File: config.mk
export PLATFORM = sky130hd
export DESIGN_NAME = nor_bus_ctrl
export DESIGN_NICKNAME = d
export VERILOG_FILES = /design/src/rtl/nor_bus_ctrl.sv
export SDC_FILE = /design/constraint.sdc
export NUM_CORES = 1
export LEC_CHECK = 0
export ABC_AREA = 1
export CAP_MARGIN = 30
export CORE_UTILIZATION = 63
export CTS_CLUSTER_DIAMETER = 120
export CTS_CLUSTER_SIZE = 8
export DETAILED_ROUTE_END_ITERATION = 10
export DONT_BUFFER_PORTS = 1
export HOLD_SLACK_MARGIN = 0.05
export PLACE_DENSITY = 0.8
export SYNTH_ARGS = -nofsm -noshare
export SYNTH_HDL_FRONTEND = slang
export SYNTH_SLANG_ARGS = --single-unit
File: constraint.sdc
create_clock -name clk_i -period 3.4 [get_ports clk_i]
set_clock_uncertainty 0.1 [all_clocks]
set_input_delay 0.17 -clock clk_i [delete_from_list [all_inputs] [get_ports clk_i]]
set_output_delay 0.17 -clock clk_i [all_outputs]
set_load 0.005 [all_outputs]
File: src/rtl/nor_bus_ctrl.sv
// NOR flash bus controller: Wishbone classic slave to an asynchronous
// parallel NOR device. A request runs SETUP -> STROBE -> HOLD, then RYWAIT
// if needed, then DONE. Every NOR-side output is driven from a flop.
module nor_bus_ctrl #(
   parameter int unsigned T_SETUP = 1,
   parameter int unsigned T_RD    = 4,
   parameter int unsigned T_WR    = 3,
   parameter int unsigned T_HOLD  = 1,
   parameter int unsigned RY_TO   = 1048575
) (
   input  logic        clk_i,
   input  logic        reset_i,
   input  logic        wb_cyc_i,
   input  logic        wb_stb_i,
   input  logic        wb_we_i,
   input  logic [25:0] wb_adr_i,
   input  logic [15:0] wb_dat_i,
   input  logic        wait_ry_i,
   output logic [15:0] wb_dat_o,
   output logic        wb_ack_o,
   output logic        wb_err_o,
   output logic        busy_o,
   output logic [25:0] nor_addr_o,
   input  logic [15:0] nor_data_i,
   output logic [15:0] nor_data_o,
   output logic        nor_data_oe,
   output logic        nor_ce_o,
   output logic        nor_oe_o,
   output logic        nor_we_o,
   input  logic        nor_ry_i
);

   localparam logic [2:0] S_IDLE   = 3'd0;
   localparam logic [2:0] S_SETUP  = 3'd1;
   localparam logic [2:0] S_STROBE = 3'd2;
   localparam logic [2:0] S_HOLD   = 3'd3;
   localparam logic [2:0] S_RYWAIT = 3'd4;
   localparam logic [2:0] S_DONE   = 3'd5;

   // Terminal counts: the counter restarts at 0 on every state entry.
   localparam logic [19:0] C_SETUP = 20'(T_SETUP - 1);
   localparam logic [19:0] C_RD    = 20'(T_RD - 1);
   localparam logic [19:0] C_WR    = 20'(T_WR - 1);
   localparam logic [19:0] C_HOLD  = 20'(T_HOLD - 1);
   localparam logic [19:0] C_RYTO  = 20'(RY_TO - 1);

   logic [2:0]  r_state;
   logic [19:0] r_cnt;
   logic        r_we;
   logic        r_wait_ry;
   logic        r_abort;
   logic        r_seen_busy;
   logic        r_ry_meta;
   logic        r_ry_s;
   logic [25:0] r_addr;
   logic [15:0] r_dout;
   logic [15:0] r_dat;
   logic        r_doe;
   logic        r_ce;
   logic        r_oe;
   logic        r_wen;
   logic        r_ack;
   logic        r_err;
   logic        w_strobe_last;

   assign w_strobe_last = r_we ? (r_cnt == C_WR) : (r_cnt == C_RD);

   // Two-flop synchronizer for the asynchronous RY/BY pin.
   always_ff @(posedge clk_i or posedge reset_i) begin
      if (reset_i) begin
         r_ry_meta <= 1'b0;
         r_ry_s    <= 1'b0;
      end else begin
         r_ry_meta <= nor_ry_i;
         r_ry_s    <= r_ry_meta;
      end
   end

   // Main sequencer: the NOR strobes, the data capture and the Wishbone
   // response are all registered here.
   always_ff @(posedge clk_i or posedge reset_i) begin
      if (reset_i) begin
         r_state     <= S_IDLE;
         r_cnt       <= '0;
         r_we        <= 1'b0;
         r_wait_ry   <= 1'b0;
         r_abort     <= 1'b0;
         r_seen_busy <= 1'b0;
         r_addr      <= '0;
         r_dout      <= '0;
         r_dat       <= '0;
         r_doe       <= 1'b0;
         r_ce        <= 1'b1;
         r_oe        <= 1'b1;
         r_wen       <= 1'b1;
         r_ack       <= 1'b0;
         r_err       <= 1'b0;
      end else begin
         r_ack <= 1'b0;
         r_err <= 1'b0;
         // Master gave up: the NOR cycle still runs to completion, but no response.
         if (r_state != S_IDLE && !wb_cyc_i)
            r_abort <= 1'b1;
         case (r_state)
            S_IDLE: begin
               if (wb_cyc_i && wb_stb_i) begin
                  r_addr    <= wb_adr_i;
                  r_dout    <= wb_dat_i;
                  r_we      <= wb_we_i;
                  r_wait_ry <= wb_we_i & wait_ry_i;
                  r_abort   <= 1'b0;
                  r_ce      <= 1'b0;
                  r_doe     <= wb_we_i;
                  r_cnt     <= '0;
                  r_state   <= S_SETUP;
               end
            end
            S_SETUP: begin
               if (r_cnt == C_SETUP) begin
                  r_cnt   <= '0;
                  r_state <= S_STROBE;
                  if (r_we) r_wen <= 1'b0;
                  else      r_oe  <= 1'b0;
               end else begin
                  r_cnt <= r_cnt + 20'd1;
               end
            end
            S_STROBE: begin
               if (w_strobe_last) begin
                  r_cnt   <= '0;
                  r_oe    <= 1'b1;
                  r_wen   <= 1'b1;
                  r_state <= S_HOLD;
                  if (!r_we) r_dat <= nor_data_i;
               end else begin
                  r_cnt <= r_cnt + 20'd1;
               end
            end
            S_HOLD: begin
               if (r_cnt == C_HOLD) begin
                  r_cnt       <= '0;
                  r_ce        <= 1'b1;
                  r_doe       <= 1'b0;
                  r_seen_busy <= 1'b0;
                  if (r_wait_ry) begin
                     r_state <= S_RYWAIT;
                  end else begin
                     r_state <= S_DONE;
                     r_ack   <= wb_cyc_i & ~r_abort;
                  end
               end else begin
                  r_cnt <= r_cnt + 20'd1;
               end
            end
            S_RYWAIT: begin
               // One counter covers both the busy and the ready phase; a device
               // already busy on entry satisfies the busy phase immediately.
               if (!r_ry_s)
                  r_seen_busy <= 1'b1;
               if (r_seen_busy && r_ry_s) begin
                  r_state <= S_DONE;
                  r_ack   <= wb_cyc_i & ~r_abort;
               end else if (r_cnt == C_RYTO) begin
                  r_state <= S_DONE;
                  r_err   <= wb_cyc_i & ~r_abort;
               end else begin
                  r_cnt <= r_cnt + 20'd1;
               end
            end
            S_DONE: begin
               r_state <= S_IDLE;
            end
            default: begin
               r_state <= S_IDLE;
               r_ce    <= 1'b1;
               r_oe    <= 1'b1;
               r_wen   <= 1'b1;
               r_doe   <= 1'b0;
            end
         endcase
      end
   end

   assign busy_o      = (r_state != S_IDLE);
   assign wb_dat_o    = r_dat;
   assign wb_ack_o    = r_ack;
   assign wb_err_o    = r_err;
   assign nor_addr_o  = r_addr;
   assign nor_data_o  = r_dout;
   assign nor_data_oe = r_doe;
   assign nor_ce_o    = r_ce;
   assign nor_oe_o    = r_oe;
   assign nor_we_o    = r_wen;

endmodule

======== Word level (Yosys, flattened, before mapping) ========
Cells that the tools add are included.
storage, ports and cells
  bits of input ports ..................... 65
  flip-flop bits (word level) ............. 93
operators by class
  reduce and logical (&&, ||, !) cells .... 20
  equality and inequality tests ........... 18
  multiplexer cells ....................... 40
  $add $sub $neg .......................... 1
  bitwise gates (word level) .............. 6
operator list
  cell                                                                    number
  20-bit 2-to-1 mux                                                       5
  20-bit case mux with 4 select lines                                     1
  20-bit by 2-bit equality test with 1-bit output, second input constant  2
  1-bit 2-to-1 mux                                                        21
  20-bit by 1-bit adder with 20-bit output, second input constant         1
  20-bit equality test, second input constant                             1
  20-bit logical NOT                                                      1
  3-bit 2-to-1 mux                                                        6
  2-bit != test, second input constant                                    9
  3-bit case mux with 5 select lines                                      1
  1-bit case mux with 3 select lines                                      4
  4-bit AND reduction                                                     3
  3-bit AND reduction                                                     3
  4-bit OR reduction                                                      2
  3-bit by 2-bit equality test with 1-bit output, second input constant   2
  3-bit equality test, second input constant                              2
  5-bit AND reduction                                                     1
  1-bit inverter                                                          4
  1-bit case mux with 2 select lines                                      2
  4-bit nonzero test                                                      1
  3-bit by 1-bit equality test with 1-bit output, second input constant   1
  1-bit logical AND                                                       3
  3-bit logical NOT                                                       1
  3-bit != test, second input constant                                    1
  other kinds (6)                                                         7

======== Depth between registers and ports, before layout ========
  depth in word-level cells ............... 5
  mapped depth ............................ 12

======== Least setup slack after synthesis ========
OpenSTA, ideal clock, no wires.
  kind .................................... register -> register
  from .................................... register r_cnt[1]
  to ...................................... register r_cnt[18]
  required time ........................... 3.187 ns
  cell stages (with the launch flop) ...... 13
  arrival ................................. 1.505 ns
  period minus slack after synthesis ...... 1.718 ns
  library setup time ...................... 0.113 ns
  buffers on the path ..................... 0
  path slack .............................. 1.682 ns
  cells stage by stage .................... dfrtp_1 > ha_1 > inv_1 > nor2_2 > nand2_1 > nor2_1 > nand2_1 > nor2_1 > nand3_1 > nand2_1 > nand2_1 > nand2_1 > inv_1
between the ends
  cells in the longest elaborated chain, start to end .. 4
  elaborated cells on any way between the ends .. 13
  those cells by class .................... add/sub: 1; eq/ne: 4; mux: 6; reduce/logical: 2
ends and longest elaborated chain
  element                                                                                                             line      source
  start, declared                                                                                                     48        logic [19:0] r_cnt;
  start signal, assigned                                                                                              125       r_cnt <= r_cnt + 20'd1;
  start signal, assigned                                                                                              136       r_cnt <= r_cnt + 20'd1;
  start signal, assigned                                                                                              152       r_cnt <= r_cnt + 20'd1;
  20-bit by 1-bit adder with 20-bit output / 20-bit by 2-bit equality test with 1-bit output (equally long branches)  --
  20-bit 2-to-1 mux / 1-bit 2-to-1 mux (equally long branches)                                                        163, 66
  20-bit 2-to-1 mux (on tied branches)                                                                                160, 129
  20-bit case mux with 4 select lines                                                                                 104       case (r_state)
Several ways; a longest one is shown, not always the timed one. The select of a mux whose other input is x is not followed.
A chain may end at the register's enable or synchronous reset.

======== Final worst setup path ========
  from .................................... register r_state[0]
  to ...................................... register r_wait_ry
between the ends
  cells in the longest elaborated chain, start to end .. 2
ends and longest elaborated chain
  element                               line  source
  start, declared                       47    logic [2:0] r_state;
  start signal, assigned                83    r_state <= S_IDLE;
  start signal, assigned                115   r_state <= S_SETUP;
  start signal, assigned                121   r_state <= S_STROBE;
  3-bit logical NOT                     104
  2-bit AND reduction (no source line)  --
  end signal, assigned                  110   r_wait_ry <= wb_we_i & wait_ry_i;
  end, declared                         50    logic r_wait_ry;
No other way between the ends.

==> reports/results.txt <==
The critical path class was reg -> reg. Measured along the x axis, the die boundary spans 87.59 um. The count of nets left with antenna violations once routing finished came out at 0. For the finished layout, the period the worst path requires is 2.455 ns. For the post-route worst hold slack, the log shows 0.1588 ns. Summed over all cells, the static leakage comes to 2.841 nW. The sequential group share of total power was 47.8%. Yosys mapped the design onto 34 distinct sky130hd cell types. During placement, the flow inserted port buffers numbering 0. Chip height: 87.59 um. The logs give 4472 for the via count of the routed design and 7 for the detailed-router iteration count before antenna repair. The CTS sink count is 93.

At the worst endpoint, the arrival time is 2.65 ns. The logs give 407.4 MHz for the highest attainable clock frequency and 0.4313 mV for the maximum vdd drop. At the end of routability-driven placement, the weighted congestion stood at 0.9519. The worst setup path is captured at a flop. Setup violations remaining at the end of the flow were counted as 0. The run gives 0.36 ns as the insertion delay to the later sink of the worst-skew pair.

The launching element of the worst setup path was r_state[0]. The share of the Yosys chip area taken by registers is 50.52%. The max-slew headroom at the worst pin is 55.49%, and the average wire per cell in the routed design is 16.56 um. Of the total power, the share spent switching nets is 42.22%. The share of total power dissipated in combinational logic is 31.8%. The wire length of the first global-routing pass came out at 20250 um. Summed over its instances, the top area cell type makes up 48.81% of the synthesized netlist area. Setup repair after global routing left no endpoint under its margin. 130 I/O pins were placed. The hold violation total from the final report is 0, and the mean number of vias per cell is 5.763. The clock-pin slew of the registers on the worst-case setup and hold paths was 0.11 ns; the clock share of power was 20.4%. The logs give 0 for the total inserted antenna cells and 4614 um^2 for the mapped cell area. The tools report the switching power of the nets as 1.629 mW. In the post-synthesis netlist, the biggest area contributors are sky130_fd_sc_hd__dfrtp_1, sky130_fd_sc_hd__nand2_1, sky130_fd_sc_hd__nand3_1. Sort of element at the start of the critical path: a flop. In this run the deepest clock path goes through 2 buffers. Clock tree synthesis selected as its root buffer the cell sky130_fd_sc_hd__clkbuf_8.

Of all nets on the critical path, the largest fanout is 45. The logs give 46 for the largest net degree at the start of global routing and 0 for the post-cts repair resize count. Summed over all layers, the routed wires come to 12850 um. The average footprint of a synthesized cell is 7.552 um^2, and the via count of the first global-routing pass is 4239. The startpoint identified for the worst register-to-register timing path is r_state[0]. Number of flops mapped to enable cells by yosys: 0. The most frequent cell after synthesis was sky130_fd_sc_hd__nand2_1. For the number of levels in the clock H-tree, the log shows 3. Data on the critical path is required at its endpoint by 3.60 ns. The tool flagged a number of max-cap violations equal to 0. The final-report max-slew violation count is 0. The initial core utilization came out at 66.45%.

The post-route clock period utilization came out at 72.20%. After the first detailed-routing iteration, the DRC count stood at 580. Proportion of synthesized flip-flops having asynchronous set or reset: 100.0%. The placeable core area came out at 6944 um^2.

TritonCTS built the clock tree. Of all cell types, the one taking the most synthesized area is sky130_fd_sc_hd__dfrtp_1. For the pin with the worst max-slew slack, the measured transition is 0.6666 ns.

The run gives 0 as the initial antenna violation count. Global routing consumed, over all layers together, 34.97% of the routing resources. The area growth from synthesis to layout was 20.04%. When the netlist entered floorplanning its net count stood at 679.

In the final timing run, aggregate negative setup slack is 0 ns. During synthesis, Yosys emitted a total of 0 warnings. In the synthesized netlist, the number of instances is 611. Global routing finished with a remaining overflow of 0.

After detailed routing, the number of remaining DRC violations is 0. Dividing total power by cell area gives a power density of 696.4 nW/um^2. The internal portion of the total power is 2.229 mW. The synthesized design contains 93 register bits. Path type of the worst min-delay path: in -> async. For the final HPWL from detailed placement, the log shows 7445 um.

Counting instances in the post-synthesis netlist gives the leading cell types as sky130_fd_sc_hd__nand2_1, sky130_fd_sc_hd__dfrtp_1, sky130_fd_sc_hd__nand3_1. Clock tree synthesis inserted a total of 9 buffers. The die covers 7671 um^2. Most used flip-flop cell after synthesis: sky130_fd_sc_hd__dfrtp_1. The flow ran to the end, and the final reports show no timing, DRC or antenna violations.

The net count of the finished layout came out at 743. After filler insertion, the fill cell instance count of the layout stands at 435. The fraction of final layout cells with drive strength greater than 1 works out to 6.912%. Row generation in the floorplan step produced 30 rows.
==> stage by stage <==
stage                     area (um^2)  worst slack (ns)  cells  power (mW)  utilization (%)
after global routing             5539            0.8406    776       4.084            79.77
after detailed placement         4676             1.124    695       2.894            67.33
after CTS                        5539             1.046    776       3.734            79.77
after floorplan                  4614            0.7147    611       2.638                -
after global placement           4656             1.222    694       2.829            67.05
final                            5539            0.9453    776       3.858            79.77
==> logic make-up (layout without fill, tap and decap cells) <==
logic type | after synthesis | count (layout) | share of synthesized area (%)
AND/OR/NAND/NOR | 404 | 404 | 36.55
flip-flops | 93 | 93 | 50.52
buffers and inverters | 68 | 137 | 6.453
AO/OA/AOI/OAI | 39 | 39 | 4.908
XOR/XNOR | 4 | 4 | 0.7594
adder cells (fa/ha/maj) | 3 | 3 | 0.8135
==> cells in the final DEF, fill, tap and decap left out, types with 2 or more instances in the layout <==
master,count
sky130_fd_sc_hd__inv_1,39
sky130_fd_sc_hd__ha_1,3
sky130_fd_sc_hd__nand2_4,2
sky130_fd_sc_hd__nand2_1,287
sky130_fd_sc_hd__nor2_4,2
sky130_fd_sc_hd__dfrtp_1,90
sky130_fd_sc_hd__buf_4,3
sky130_fd_sc_hd__o21ai_0,6
sky130_fd_sc_hd__dfstp_2,3
sky130_fd_sc_hd__nand4_1,4
sky130_fd_sc_hd__inv_6,2
sky130_fd_sc_hd__nor2_1,46
sky130_fd_sc_hd__o211ai_1,3
sky130_fd_sc_hd__o21ai_1,10
sky130_fd_sc_hd__nor3_1,3
sky130_fd_sc_hd__inv_2,12
sky130_fd_sc_hd__clkbuf_8,10
sky130_fd_sc_hd__xor2_1,3
sky130_fd_sc_hd__nand3_1,50
sky130_fd_sc_hd__a31oi_1,7
sky130_fd_sc_hd__dlygate4sd3_1,65
sky130_fd_sc_hd__o21bai_1,3
sky130_fd_sc_hd__a21oi_1,7
sky130_fd_sc_hd__o31ai_1,2
sky130_fd_sc_hd__nor2_2,3
==> worst max-delay path, cell delays in order, from the launching register on <==
cell and delay, ns:
sky130_fd_sc_hd__dfrtp_1 0.51, sky130_fd_sc_hd__nor2_1 0.24, sky130_fd_sc_hd__nand2_1 0.23, sky130_fd_sc_hd__nor2_2 0.15
sky130_fd_sc_hd__buf_4 0.40, sky130_fd_sc_hd__nand3_1 0.11, sky130_fd_sc_hd__dlygate4sd3_1 0.58, sky130_fd_sc_hd__nand2_1 0.06
==> final timing paths <==
kind,end,slack (ns),cells after the start
min,nor_addr_o[23],0.16,2
min in group clk_i,r_ry_s,0.25,0
max in group asynchronous,nor_oe_o,2.28,3
max,r_wait_ry,0.95,7
max reg2reg,r_wait_ry,0.95,7
min reg2reg,r_ry_s,0.25,0
==> per-layer routing <==
metal / wire length [um] / part of all wire, % / vias to the layer above / global-route usage [%]
met5: 0 / 0 / - / 0
met1: 4828 / 38 / 2055 / 43.15
li1: - / - / 2032 / -
met3: 1275 / 9.9 / 53 / 8.954
met2: 6231 / 48 / 332 / 57.39
met4: 518 / 4.0 / 0 / 17.73
==> registers in the layout, indices dropped and copies added (netlist names), 3 cells and up <==
register and count:
r_state 3, wb_dat_o 16, nor_addr_o 26, nor_data_o 16, r_cnt 20
==> power by group through the flow <==
stage / clock network (mW) / logic [mW] / registers (mW)
final: 0.787 / 1.23 / 1.84
after global routing: 0.839 / 1.37 / 1.88
after global placement: 0 / 1.01 / 1.82
after detailed placement: 0 / 1.07 / 1.82
after floorplan: 0 / 0.895 / 1.74
after CTS: 0.791 / 1.13 / 1.81
==> what timing repair did <==
action                    CTS  global route
hold buffers               65             0
buffers inserted            0             0
hold endpoints to repair  131             0
==> cell type report <==
class / count / area (um^2) / share of cell area, %
sequential: 93 / 2331 / 42.08
inverter: 52 / 196.4 / 3.546
clock buffer: 10 / 137.6 / 2.485
tap: 96 / 120.1 / 2.169
clock inverter: 6 / 75.07 / 1.355
multi-input combinational: 450 / 1986 / 35.85
timing repair buffer: 69 / 693.2 / 12.51
No activity file was read; power rests on OpenSTA's default activity.
